==> config.mk <==
export PLATFORM = sky130hd
export DESIGN_NAME = team_07_wb_gpio_bank
export DESIGN_NICKNAME = d
export VERILOG_FILES = /design/src/rtl/team_07_wb_gpio_bank.sv
export SDC_FILE = /design/constraint.sdc
export NUM_CORES = 1
export LEC_CHECK = 0
export BUFFER_PORTS_ARGS = -buffer_cell sky130_fd_sc_hd__buf_2
export CAP_MARGIN = 25
export CORE_MARGIN = 4
export CORE_UTILIZATION = 45
export CTS_CLUSTER_SIZE = 16
export DETAILED_ROUTE_END_ITERATION = 8
export GPL_TIMING_DRIVEN = 0
export HOLD_SLACK_MARGIN = 0.05
export PLACE_DENSITY = 0.73
export REMOVE_ABC_BUFFERS = 1
export SYNTH_ARGS = -nofsm -noshare
export SYNTH_HDL_FRONTEND = slang
export SYNTH_SLANG_ARGS = --single-unit
==> constraint.sdc <==
create_clock -name wb_clk_i -period 2.85 [get_ports wb_clk_i]
set_clock_uncertainty 0.05 [all_clocks]
set_input_delay 0.57 -clock wb_clk_i [delete_from_list [all_inputs] [get_ports wb_clk_i]]
set_output_delay 0.57 -clock wb_clk_i [all_outputs]
set_load 0.005 [all_outputs]
==> src/rtl/team_07_wb_gpio_bank.sv <==
// Wishbone-slave GPIO bank: output, output-enable and synchronised input
// registers, per-pin reserved-pin locking, edge-detect status with W1C,
// and a single masked level interrupt.
module team_07_wb_gpio_bank #(
   parameter int unsigned NUM_GPIO  = 32,
   parameter logic [31:0] BASE_ADDR = 32'h3000_0000,
   parameter logic [31:0] LOCK_MASK = 32'h0000_001E
) (
   input  logic                wb_clk_i,
   input  logic                nrst,
   input  logic                cyc_i,
   input  logic                stb_i,
   input  logic                we_i,
   input  logic [31:0]         adr_i,
   input  logic [3:0]          sel_i,
   input  logic [31:0]         dat_i,
   output logic [31:0]         dat_o,
   output logic                ack_o,
   input  logic [NUM_GPIO-1:0] gpio_in,
   output logic [NUM_GPIO-1:0] gpio_out,
   output logic [NUM_GPIO-1:0] gpio_oeb,
   output logic                irq
);

   localparam logic [NUM_GPIO-1:0] LOCK = LOCK_MASK[NUM_GPIO-1:0];

   typedef enum logic [2:0] {
      REG_OUT     = 3'd0,
      REG_OEB     = 3'd1,
      REG_IN      = 3'd2,
      REG_RISE_EN = 3'd3,
      REG_FALL_EN = 3'd4,
      REG_STATUS  = 3'd5,
      REG_IRQ_EN  = 3'd6,
      REG_ID      = 3'd7
   } reg_e;

   logic [NUM_GPIO-1:0] out_r, oeb_r, rise_en_r, fall_en_r, status_r;
   logic [NUM_GPIO-1:0] s1_r, s2_r, prev_r;
   logic                irq_en_r;

   logic                req, hit, wr_go, rd_go;
   reg_e                reg_sel;
   logic [31:0]         byte_mask;
   logic [NUM_GPIO-1:0] wmask, wdata, set_vec;
   logic [31:0]         rdata;
   logic                unused_bits;

   assign req     = cyc_i & stb_i & ~ack_o;
   assign hit     = (adr_i[31:5] == BASE_ADDR[31:5]);
   assign wr_go   = req & we_i & hit;
   assign rd_go   = req & ~we_i & hit;
   assign reg_sel = reg_e'(adr_i[4:2]);

   // Expand byte-lane selects into a bit mask clipped to the pin count
   always_comb begin
      byte_mask = '0;
      for (int unsigned b = 0; b < 4; b++) begin
         byte_mask[b*8 +: 8] = {8{sel_i[b]}};
      end
      wmask = byte_mask[NUM_GPIO-1:0];
      wdata = dat_i[NUM_GPIO-1:0];
   end

   // Qualified edges from the synchronised input; reserved pins never set status
   assign set_vec = ((s2_r & ~prev_r & rise_en_r) | (~s2_r & prev_r & fall_en_r)) & ~LOCK;

   // Read multiplexer; bits above NUM_GPIO stay zero
   always_comb begin
      rdata = '0;
      unique case (reg_sel)
         REG_OUT:     rdata[NUM_GPIO-1:0] = out_r;
         REG_OEB:     rdata[NUM_GPIO-1:0] = oeb_r;
         REG_IN:      rdata[NUM_GPIO-1:0] = s2_r;
         REG_RISE_EN: rdata[NUM_GPIO-1:0] = rise_en_r;
         REG_FALL_EN: rdata[NUM_GPIO-1:0] = fall_en_r;
         REG_STATUS:  rdata[NUM_GPIO-1:0] = status_r;
         REG_IRQ_EN:  rdata[0]            = irq_en_r;
         REG_ID:      rdata               = {16'h0007, 8'(NUM_GPIO), 8'h02};
         default:     rdata               = '0;
      endcase
   end

   // Bus handshake, register writes, input synchronisation and status update
   always_ff @(posedge wb_clk_i) begin
      if (!nrst) begin
         ack_o     <= 1'b0;
         dat_o     <= '0;
         out_r     <= '0;
         oeb_r     <= '1;
         rise_en_r <= '0;
         fall_en_r <= '0;
         status_r  <= '0;
         irq_en_r  <= 1'b0;
         s1_r      <= '0;
         s2_r      <= '0;
         prev_r    <= '0;
      end else begin
         ack_o  <= req;
         dat_o  <= rd_go ? rdata : '0;
         s1_r   <= gpio_in;
         s2_r   <= s1_r;
         prev_r <= s2_r;

         if (wr_go) begin
            unique case (reg_sel)
               REG_OUT:     out_r     <= (out_r & ~wmask) | (wdata & wmask);
               REG_OEB:     oeb_r     <= (oeb_r & ~wmask) | (wdata & wmask);
               REG_RISE_EN: rise_en_r <= (rise_en_r & ~wmask) | (wdata & wmask);
               REG_FALL_EN: fall_en_r <= (fall_en_r & ~wmask) | (wdata & wmask);
               REG_IRQ_EN:  if (sel_i[0]) irq_en_r <= dat_i[0];
               default:     ;
            endcase
         end

         // Set is OR-ed in after the clear so a coincident edge keeps the bit
         if (wr_go && reg_sel == REG_STATUS)
            status_r <= (status_r & ~(wdata & wmask)) | set_vec;
         else
            status_r <= status_r | set_vec;
      end
   end

   assign gpio_out = out_r & ~LOCK;
   assign gpio_oeb = oeb_r | LOCK;
   assign irq      = irq_en_r & (|(status_r & ~LOCK));

   assign unused_bits = &{1'b0, adr_i[1:0], dat_i};

endmodule
==> results.json <==
{
  "synthSimpleGateAreaFrac_pct": 18.9,
  "tightestPinTransition_ns": 0.991,
  "layout-drive-gt1-share_pct": 20.9,
  "crit_fanout": 3,
  "relSlewSlack_pct": 33.7,
  "synth.mux.area_fraction_pct": 6.62,
  "synth-xor-area-share_pct": 0,
  "synthArstFlopShare_pct": 0,
  "startpoint_type": "flip-flop",
  "grt_pass1_wl_um": 55800,
  "crit_required_ns": 2.23,
  "ys_warn_count": 0,
  "ys_dominant_reg_cell": "dfxtp_1",
  "routabilityCongestion": 0.812,
  "io_buffers": 192,
  "rsz0062_at_grt": "yes",
  "die_w_um": 171,
  "cts_tree": "done",
  "slew_violations": 0,
  "maxCapViolations": 0,
  "grt_max_degree": 148,
  "synth_compound_area_share_pct": 18.5,
  "synth_top_family_by_area": "simple AND/OR/NAND/NOR gates",
  "clock_sinks": 286,
  "end_kind": "primary output",
  "switching_power_w": 0.00187,
  "synth_top_area_share_pct": 47.9,
  "syn_avg_cell_area_um2": 9.32,
  "vdd_drop_max_mv": 0.321,
  "hold_ws_ns": 0.167,
  "yosys-top-cells-area": "dfxtp_1 (48%), mux2i_1 (6.5%), nand2_1 (5.1%)",
  "ios": 203,
  "synth_fa_ha_area_share_pct": 0,
  "area_growth_pct": 16.6,
  "min_path_type": "in2reg",
  "seq_area_mm2": 0.00573,
  "setup_viol": 0,
  "p_seq_share_pct": 47.8,
  "period_minus_slack_ns": 2.70,
  "finalHoldViolations": 0,
  "routed_wl_um": 36200,
  "max_freq_ghz": 0.371,
  "overflow": 0,
  "cts_buffer_depth": 3,
  "p_sw_share_pct": 21.9,
  "synth_edf_count": 0,
  "p_comb_share_pct": 4.8,
  "n_fill_cell": 2347,
  "initial_core_util_pct": 45.8,
  "grt_pass1_vias": 10100,
  "core-area_mm2": 0.0261,
  "synth-seq-cells": 286,
  "final_nets": 1478,
  "pwr_density_cell_mw_per_mm2": 611,
  "via_count": 10300,
  "cts_root_buffer": "clkbuf_16",
  "status": "complete, no violations",
  "timing.final.crit_share_pct": 94.7,
  "wire_per_inst_um": 20.9,
  "track_usage_pct": 23.8,
  "vias_per_cell": 5.94,
  "syn_area_mm2": 0.0120,
  "num_rows": 59,
  "h-tree-depth": 1,
  "dieArea_mm2": 0.0293,
  "drcViolationCount": 0,
  "clock_power_share_pct": 47.4,
  "postRouteAntennaNets": 0,
  "clkTransAtPathRegs_ns": 0.06,
  "yosysTopAreaCell": "dfxtp_1",
  "drt-initial-drc-count": 849,
  "tns_ns": 0,
  "seq_area_frac_synth_pct": 47.9,
  "insertion_delay_ns": 0.56,
  "drtPass1Iterations": 5,
  "internal_power_w": 0.00666,
  "die_height_um": 171,
  "synth_cells": 1283,
  "leakagePower_nw": 5.22,
  "multi_input_area_mm2": 0.00537,
  "synth.distinct_cells": 49,
  "arrival_ns": 2.08,
  "report.power.total_w": 0.00853,
  "holdBufCountCts": 0,
  "antenna_found_initial": 2,
  "crit_type": "reg2out",
  "dpl.hpwl_um": 22600,
  "cts_inserted_buffers": 30
}
[cell usage after synthesis (4+ instances only)]
master / number
buf_4: 64
nand4_1: 4
nor4_1: 9
o211ai_1: 33
and2_1: 94
mux2i_1: 78
a21oi_1: 10
nand3_1: 47
o311ai_0: 11
nor3_4: 9
o22ai_1: 13
o21ai_0: 54
a41oi_1: 4
nor4_2: 5
buf_6: 4
nor3_1: 24
a21boi_0: 5
clkbuf_1: 83
a22oi_1: 81
a31oi_1: 49
nor2_1: 16
o21ai_1: 8
dfxtp_1: 286
nand2_1: 164
nand3b_1: 24
o41ai_1: 37
inv_1: 25
buf_1: 6
[stage by stage]
step	util [%]	cell area, µm²	worst slack (ns)	instances
after CTS	53.0	13800	0.0275	1725
after detailed placement	49.0	12800	-0.763	1671
final	53.4	13900	0.151	1731
after floorplan	-	11100	-0.879	1129
after global placement	47.8	12500	-4.44	1656
after global routing	53.4	13900	-0.0337	1731
[worst paths after layout]
path	startpoint	endpoint	slack [ns]	cells after the start
hold / removal	gpio_in[9]	s1_r[9]	0.17	2
setup reg to reg	ack_o	flip-flop	0.23	4
setup / recovery	status_r[19]	irq	0.15	4
hold reg to reg	s1_r[26]	s2_r[26]	0.38	1
[power by group through the flow]
stage                     sequential, W  combinational (W)  clock [W]
final                           0.00408           0.000409    0.00404
after global routing            0.00408           0.000442    0.00426
after CTS                       0.00408           0.000402    0.00409
after detailed placement        0.00417           0.000398          0
after global placement          0.00416           0.000373          0
after floorplan                 0.00416           0.000148          0
[timing repair]
item,4_1_cts,5_1_grt
endpoints found under the setup margin,65,87
gates resized for setup,2,4
buffers inserted,0,4
gates cloned,1,0
pin swaps,0,4
[final cells by class]
class                      instances  share of cell area (%)
clock inverter                    10                    1.08
tap                              335                    3.01
multi-input combinational        819                    38.5
timing repair buffer             211                    9.37
clock buffer                      43                    6.24
inverter                          25                   0.673
sequential                       286                    41.1
antenna                            2                  0.0359
[worst max-delay path: stages (launching register included)]
cell and delay [ns]:
dfxtp_1 0.35, nor4_1 0.47, nand4_1 0.31, o21a_1 0.27, buf_2 0.13
[placed cells by master (no fill, tap or decap), drive strengths merged, types with 3 or more instances in the layout]
cell	n
a21boi	5
a21oi	10
a22oi	81
a31oi	49
a41oi	4
and2	94
and3	3
buf	211
bufinv	4
clkbuf	43
clkinv	6
conb	8
dfxtp	286
inv	25
mux2i	78
nand2	164
nand3	48
nand3b	24
nand4	5
nor2	16
nor2b	3
nor3	34
nor4	14
o211ai	33
o21ai	62
o22ai	13
o311ai	11
o41ai	37
[metal layers]
metal | part of all wire (%) | vias up | wire length, µm | GRT usage, %
met4 | 2.7 | 0 | 961 | 7.92
met3 | 8.9 | 76 | 3230 | 4.62
li1 | - | 4758 | - | -
met5 | 0 | - | 0 | 0
met1 | 41 | 4940 | 14900 | 31.5
met2 | 47 | 514 | 17100 | 39.1
[cell families (layout without fill, tap and decap cells)]
logic type,after synthesis,in the layout
and+or+nand+nor,413,414
AOI/OAI and AO/OA,318,318
DFF,286,286
buffers and inverters,185,289
muxes,79,79
other,2,10
(Power assumes the default switching activity.)
